### config.mk
export PLATFORM = sky130hd
export DESIGN_NAME = rx_serial_7e1
export DESIGN_NICKNAME = d
export VERILOG_FILES = /design/src/rtl/rx_serial_7e1.sv
export SDC_FILE = /design/constraint.sdc
export NUM_CORES = 1
export LEC_CHECK = 0
export CAP_MARGIN = 10
export CELL_PAD_IN_SITES_DETAIL_PLACEMENT = 0
export CELL_PAD_IN_SITES_GLOBAL_PLACEMENT = 1
export CORE_MARGIN = 5
export CORE_UTILIZATION = 47
export DETAILED_ROUTE_END_ITERATION = 8
export PLACE_DENSITY = 0.92
export SLEW_MARGIN = 20
export SYNTH_ARGS = -nofsm -noshare
export SYNTH_HDL_FRONTEND = slang
export SYNTH_SLANG_ARGS = --single-unit
### constraint.sdc
create_clock -name clock -period 2.07 [get_ports clock]
set_input_delay 0.621 -clock clock [delete_from_list [all_inputs] [get_ports clock]]
set_output_delay 0.621 -clock clock [all_outputs]
set_load 0.005 [all_outputs]
### src/rtl/rx_serial_7e1.sv
// 7E1 asynchronous serial receiver: start, 7 data bits LSB first, even parity, stop.
// Samples mid-bit from a free-running baud counter and holds the last good character.
module rx_serial_7e1 #(
  parameter int M = 434,
  parameter int N = 9
) (
  input  logic       clock,
  input  logic       reset,
  input  logic       dado_serial,
  input  logic       recebe_dado,
  output logic [6:0] dados_ascii,
  output logic       paridade_ok,
  output logic       pronto,
  output logic       tem_dado,
  output logic       erro_frame,
  output logic       db_tick,
  output logic       db_dado_serial,
  output logic [3:0] db_estado
);

  typedef enum logic [3:0] {
    INICIAL        = 4'd0,
    VERIFICA_START = 4'd1,
    ESPERA         = 4'd2,
    AMOSTRA        = 4'd3,
    ESPERA_STOP    = 4'd4,
    VERIFICA_STOP  = 4'd5,
    ARMAZENA       = 4'd6,
    ERRO_FRAME     = 4'd7
  } estado_t;

  localparam logic [N-1:0] CNT_LAST = N'(M - 1);
  localparam logic [N-1:0] CNT_MEIO = N'(M / 2 - 1);

  estado_t      estado_q, estado_d;
  logic         sync1_q, sync2_q;
  logic [N-1:0] cnt_q, cnt_d;
  logic [3:0]   bcnt_q, bcnt_d;
  logic [7:0]   shift_q, shift_d;
  logic [6:0]   dados_q, dados_d;
  logic         par_q, par_d;
  logic         pronto_q, pronto_d;
  logic         tem_q, tem_d;
  logic         erro_q, erro_d;
  logic         s, tick, meio;

  assign s    = sync2_q;
  assign tick = (cnt_q == CNT_LAST);
  assign meio = (cnt_q == CNT_MEIO);

  // Synchronizer flops reset high so leaving reset never looks like a start bit.
  always_ff @(posedge clock or negedge reset) begin
    if (!reset) begin
      sync1_q  <= 1'b1;
      sync2_q  <= 1'b1;
      estado_q <= INICIAL;
      cnt_q    <= '0;
      bcnt_q   <= '0;
      shift_q  <= '0;
      dados_q  <= '0;
      par_q    <= 1'b0;
      pronto_q <= 1'b0;
      tem_q    <= 1'b0;
      erro_q   <= 1'b0;
    end else begin
      sync1_q  <= dado_serial;
      sync2_q  <= sync1_q;
      estado_q <= estado_d;
      cnt_q    <= cnt_d;
      bcnt_q   <= bcnt_d;
      shift_q  <= shift_d;
      dados_q  <= dados_d;
      par_q    <= par_d;
      pronto_q <= pronto_d;
      tem_q    <= tem_d;
      erro_q   <= erro_d;
    end
  end

  always_comb begin
    estado_d = estado_q;
    cnt_d    = tick ? '0 : cnt_q + 1'b1;
    bcnt_d   = bcnt_q;
    shift_d  = shift_q;
    dados_d  = dados_q;
    par_d    = par_q;
    pronto_d = 1'b0;
    erro_d   = 1'b0;
    tem_d    = recebe_dado ? 1'b0 : tem_q;

    case (estado_q)
      INICIAL: begin
        if (!s) begin
          estado_d = VERIFICA_START;
          cnt_d    = '0;
        end
      end
      VERIFICA_START: begin
        if (meio) begin
          if (!s) begin
            estado_d = ESPERA;
            cnt_d    = '0;
            bcnt_d   = '0;
          end else begin
            estado_d = INICIAL;
          end
        end
      end
      ESPERA: begin
        if (tick) estado_d = AMOSTRA;
      end
      // Counter keeps running through the sample so bit spacing stays exactly M.
      AMOSTRA: begin
        shift_d  = {s, shift_q[7:1]};
        bcnt_d   = bcnt_q + 4'd1;
        estado_d = (bcnt_q == 4'd7) ? ESPERA_STOP : ESPERA;
      end
      ESPERA_STOP: begin
        if (tick) estado_d = VERIFICA_STOP;
      end
      VERIFICA_STOP: begin
        if (s) begin
          estado_d = ARMAZENA;
        end else begin
          estado_d = ERRO_FRAME;
          erro_d   = 1'b1;
        end
      end
      ARMAZENA: begin
        dados_d  = shift_q[6:0];
        par_d    = ~(^shift_q);
        tem_d    = 1'b1;
        pronto_d = 1'b1;
        estado_d = INICIAL;
      end
      ERRO_FRAME: begin
        if (s) estado_d = INICIAL;
      end
      default: estado_d = INICIAL;
    endcase
  end

  assign dados_ascii    = dados_q;
  assign paridade_ok    = par_q;
  assign pronto         = pronto_q;
  assign tem_dado       = tem_q;
  assign erro_frame     = erro_q;
  assign db_tick        = tick;
  assign db_dado_serial = sync2_q;
  assign db_estado      = estado_q;

endmodule

# After elaboration in Yosys (flattened, before gate mapping)
# Index checks and enable logic that the tools add are counted.
word_totals:
  ff_bits: 38
  input_bits: 4
  out_inout_bits: 17
  wordCells: 57
op_classes:
  add_sub_neg: 2
  eq_ne: 16
  mux: 21
  bitwise_logic: 1
  reduce_logical: 6
op_table:
  columns: ["operator", "count"]
  rows:
  - ["4-bit two-way mux", 7]
  - ["4-bit case mux with 7 select lines", 1]
  - ["9-bit two-way mux", 3]
  - ["4-bit by 3-bit equality test with 1-bit output, second input constant", 5]
  - ["9-bit case mux with 2 select lines", 1]
  - ["2-bit != test, second input constant", 6]
  - ["9-bit by 1-bit adder with 9-bit output, second input constant", 1]
  - ["9-bit by 8-bit equality test with 1-bit output, second input constant", 1]
  - ["9-bit equality test, second input constant", 1]
  - ["4-bit by 2-bit equality test with 1-bit output, second input constant", 2]
  - ["4-bit case mux with 2 select lines", 1]
  - ["8-bit XOR reduction", 1]
  - ["1-bit two-way mux", 6]
  - ["5-bit AND reduction", 1]
  - ["4-bit by 1-bit adder with 4-bit output, second input constant", 1]
  - ["4-bit by 1-bit equality test with 1-bit output, second input constant", 1]
  - ["4-bit logical NOT", 1]
  - ["2-bit nonzero test", 2]
  - ["3-bit two-way mux", 1]
  - ["3-bit AND reduction", 1]
  - ["2-bit two-way mux", 1]
  - ["1-bit inverter", 1]

# Depth between registers and ports, before layout
depth:
  ltp_word: 5
  depth_mapped: 6
  mapped_depth_nobuf: 6

# Worst setup path before layout
# OpenSTA, ideal clock, no wires.
synth_timing:
  path_kind: "register to output"
  from: "register cnt_q[1]"
  to: "output db_tick"
  arrival_ns: 0.908
  required_ns: 1.449
  slack_ns: 0.541
  path_stages_with_launch: 5
  path_buffers: 0
  cell_sequence: "dfrtp_1 > inv_1 > ha_1 > nand4b_1 > nor2_1"
synth_via:
  elab_chain_cells: 1
synth_lines:
  columns: ["item", "line", "text"]
  rows:
  - ["start: declaration", "37", "logic [N-1:0] cnt_q, cnt_d;"]
  - ["start signal: assignment", "69", "cnt_q <= cnt_d;"]
  - ["9-bit equality test", "48", "assign tick = (cnt_q == CNT_LAST);"]
  - ["end: declaration", "16", "output logic db_tick,"]
# No other way between the ends.

# Final worst setup path
layout_timing:
  from: "register estado_q[2] (netlist: db_estado[2])"
  to: "output db_estado[2]"
layout_lines:
  columns: ["item", "line", "text"]
  rows:
  - ["start: declaration", "35", "estado_t estado_q, estado_d;"]
  - ["start signal: assignment", "68", "estado_q <= estado_d;"]
  - ["end: declaration", "18", "output logic [3:0] db_estado"]
# No word-level cell between the ends.

==> reports/metrics.cfg <==
[final_layout]
layout-drive-gt1-share_pct=22.87
final_cell_mix=35 x dfrtp_1, 18 x clkdlybuf4s50_1, 14 x mux2_2
antenna_cells=0
fin_util_pct=59.54
layout.nets=195
fillCellCount=306
syn_to_final_growth_pct=23.02
layout_commonest_cell=dfrtp_1
fin_area_sq_um=2180
finalNonFillerCells=236

[place]
place_ws_ps=40.09
placed_cells=225
place_area_sq_um=2077
gp_congestion=0.8107
port-buffer-count=19
dp_hpwl_microns=2419

[floorplan]
coreArea_sq_um=3661
rows=22
boundaryPins=21
die_h_microns=71.40
die_area_sq_um=5097
initial_core_util_pct=48.39
die_width_microns=71.40

[route]
wl_microns=3285
dr.first_iter.drc_count=31
drtAntennaViolNets=0
vias=1208
drc=0
first_pass_iters=4
viasPerCell=5.119
wl_per_cell_microns=13.92

[global_routing]
antenna_found_initial=0
grt_pass1_wl_microns=5644
grt_use_total_pct=14.21
grt_pass1_vias=1240
grt_max_degree=38
grt_overflow=0

[synthesis]
synth_edf_count=0
ys.flop_type=dfrtp_1
synth_cell_types=38
async_flop_share_pct=100.0
synthCells=154
netlist_area_sq_um=1772
synth_seq_cells=37
avgSynthCellArea_sq_um=11.50
syn_nets=162
ys_warn_count=0
yosysSeqAreaShare_pct=52.40

[setup_path]
cp.required_ps=1450
crit_type=flip-flop to output port
crit_buf_inv=1
crit_family=buffers and inverters
slowest_delay_ps=570
crit_fanout=11
crit_chain=clkdlybuf4s50_1
startpoint_type=flip-flop
worstSetupEndpointType=output port
critPathArrivalTime_ps=1370
slowest_stage=clkdlybuf4s50_1

[clock_tree]
cts_tree=built
path_clk_slew_ps=70
numCtsBuffers=5
cts_sinks=37
cts_root_buf=clkbuf_8
clock_latency_ps=290
h-tree-depth=2
clock_path_buffers=2

[run_status]
outcome=completed

[sta]
rsz0062_at_grt=no
hold_viol_final=0
setup_viol=0
timing.setup.tns_ps=0
setup_ws_ps=77.68
skew_ps=5.911
min_period_over_period_pct=96.25
fmax_mhz=501.9
finalCriticalPeriod_ps=1992
drv_slew=0

[pwr]
power_leakage_nw=1.032
p_per_area_nw_per_um2=567.2
ir_worst_vdd_v=0.0002813

[worst_hold_path]
hold_path_class=flip-flop to flip-flop

[flow_run]
drv_cap=0

-- flip-flops by register name, summed over array words and instances (netlist names) --
name	flops
dados_ascii	7
erro_frame	1
paridade_ok	1
tem_dado	1
db_estado	3
shift_q	8
cnt_q	9
pronto	1
sync1_q	1
db_dado_serial	1
bcnt_q	4
-- per-stage QoR --
stage               hold WS [ps]  power, mW
floorplan                  325.4     0.7473
global placement           345.7     0.7730
detailed placement         346.8     0.7735
CTS                        356.6      1.251
global route               365.8      1.295
finish                     356.0      1.236
-- cell type report --
| cell class | count | area [sq um] | share of cell area, % |
|---|---|---|---|
| clock buffer | 6 | 72.57 | 3.330 |
| clock inverter | 2 | 10.01 | 0.4592 |
| inverter | 8 | 30.03 | 1.378 |
| multi-input combinational | 103 | 783.3 | 35.94 |
| sequential | 37 | 928.4 | 42.59 |
| tap | 48 | 60.06 | 2.755 |
| timing repair buffer | 32 | 295.3 | 13.55 |
-- where the power goes --
group | switching, mW | total [mW] | leakage (nW) | internal, mW
Combinational | 0.0193 | 0.0342 | 0.492 | 0.0149
Sequential | 0.00141 | 0.728 | 0.495 | 0.726
Clock | 0.241 | 0.474 | 0.0450 | 0.233
Total | 0.262 | 1.24 | 1.03 | 0.974
-- synth_stat cells, types with 2 or more instances --
cell type	count	area (sq um)
nand2b_1	4	25.02
nand2_1	8	30.03
nand3_1	6	30.03
xor2_1	5	43.79
o21ai_0	9	45.04
nor2_1	12	45.04
xnor2_1	9	78.83
dfrtp_1	35	875.8
ha_1	4	50.05
nor2b_1	3	18.77
buf_2	5	25.02
and3_1	4	25.02
mux2_2	14	157.7
nor3_1	3	15.01
inv_1	8	30.03
dfstp_2	2	52.55
a21oi_1	2	10.01
-- kinds of logic after synthesis --
family | share of synthesized area (%)
AOI/OAI and AO/OA | 8.758
xor gates and xnor gates | 6.921
adders and majority gates | 2.825
buffers and inverters | 3.531
DFF | 52.40
muxes | 9.463
other | 0.2117
and+or+nand+nor | 15.89
-- timing repair --
item	CTS	global route
endpoints found under the setup margin	1	2
hold buffers	0	0
pin swaps	1	1
buffers inserted	1	2
resized for setup	2	2
-- routing by layer --
metal / GRT usage, % / vias up / wire, microns
met5: 0 / - / 0
met3: 4.208 / 8 / 148
met2: 23.88 / 24 / 1695
met1: 16.86 / 582 / 1386
li1: - / 594 / -
met4: 6.054 / 0 / 55
-- path summary, 6_finish.rpt --
kind	start	to	slack, ps	cells past startpoint
max in group asynchronous	reset	db_dado_serial$_DFF_PN1_	1100	2
max reg2reg	cnt_q[5]$_DFF_PN0_	cnt_q[8]$_DFF_PN0_	500	5
max	db_estado[2]$_DFFE_PN0P_	db_estado[2]	80	1
min in group asynchronous	reset	db_estado[2]$_DFFE_PN0P_	710	2
min	sync1_q$_DFF_PN1_	db_dado_serial$_DFF_PN1_	360	0
min reg2reg	sync1_q$_DFF_PN1_	db_dado_serial$_DFF_PN1_	360	0
(Power assumes the default switching activity.)
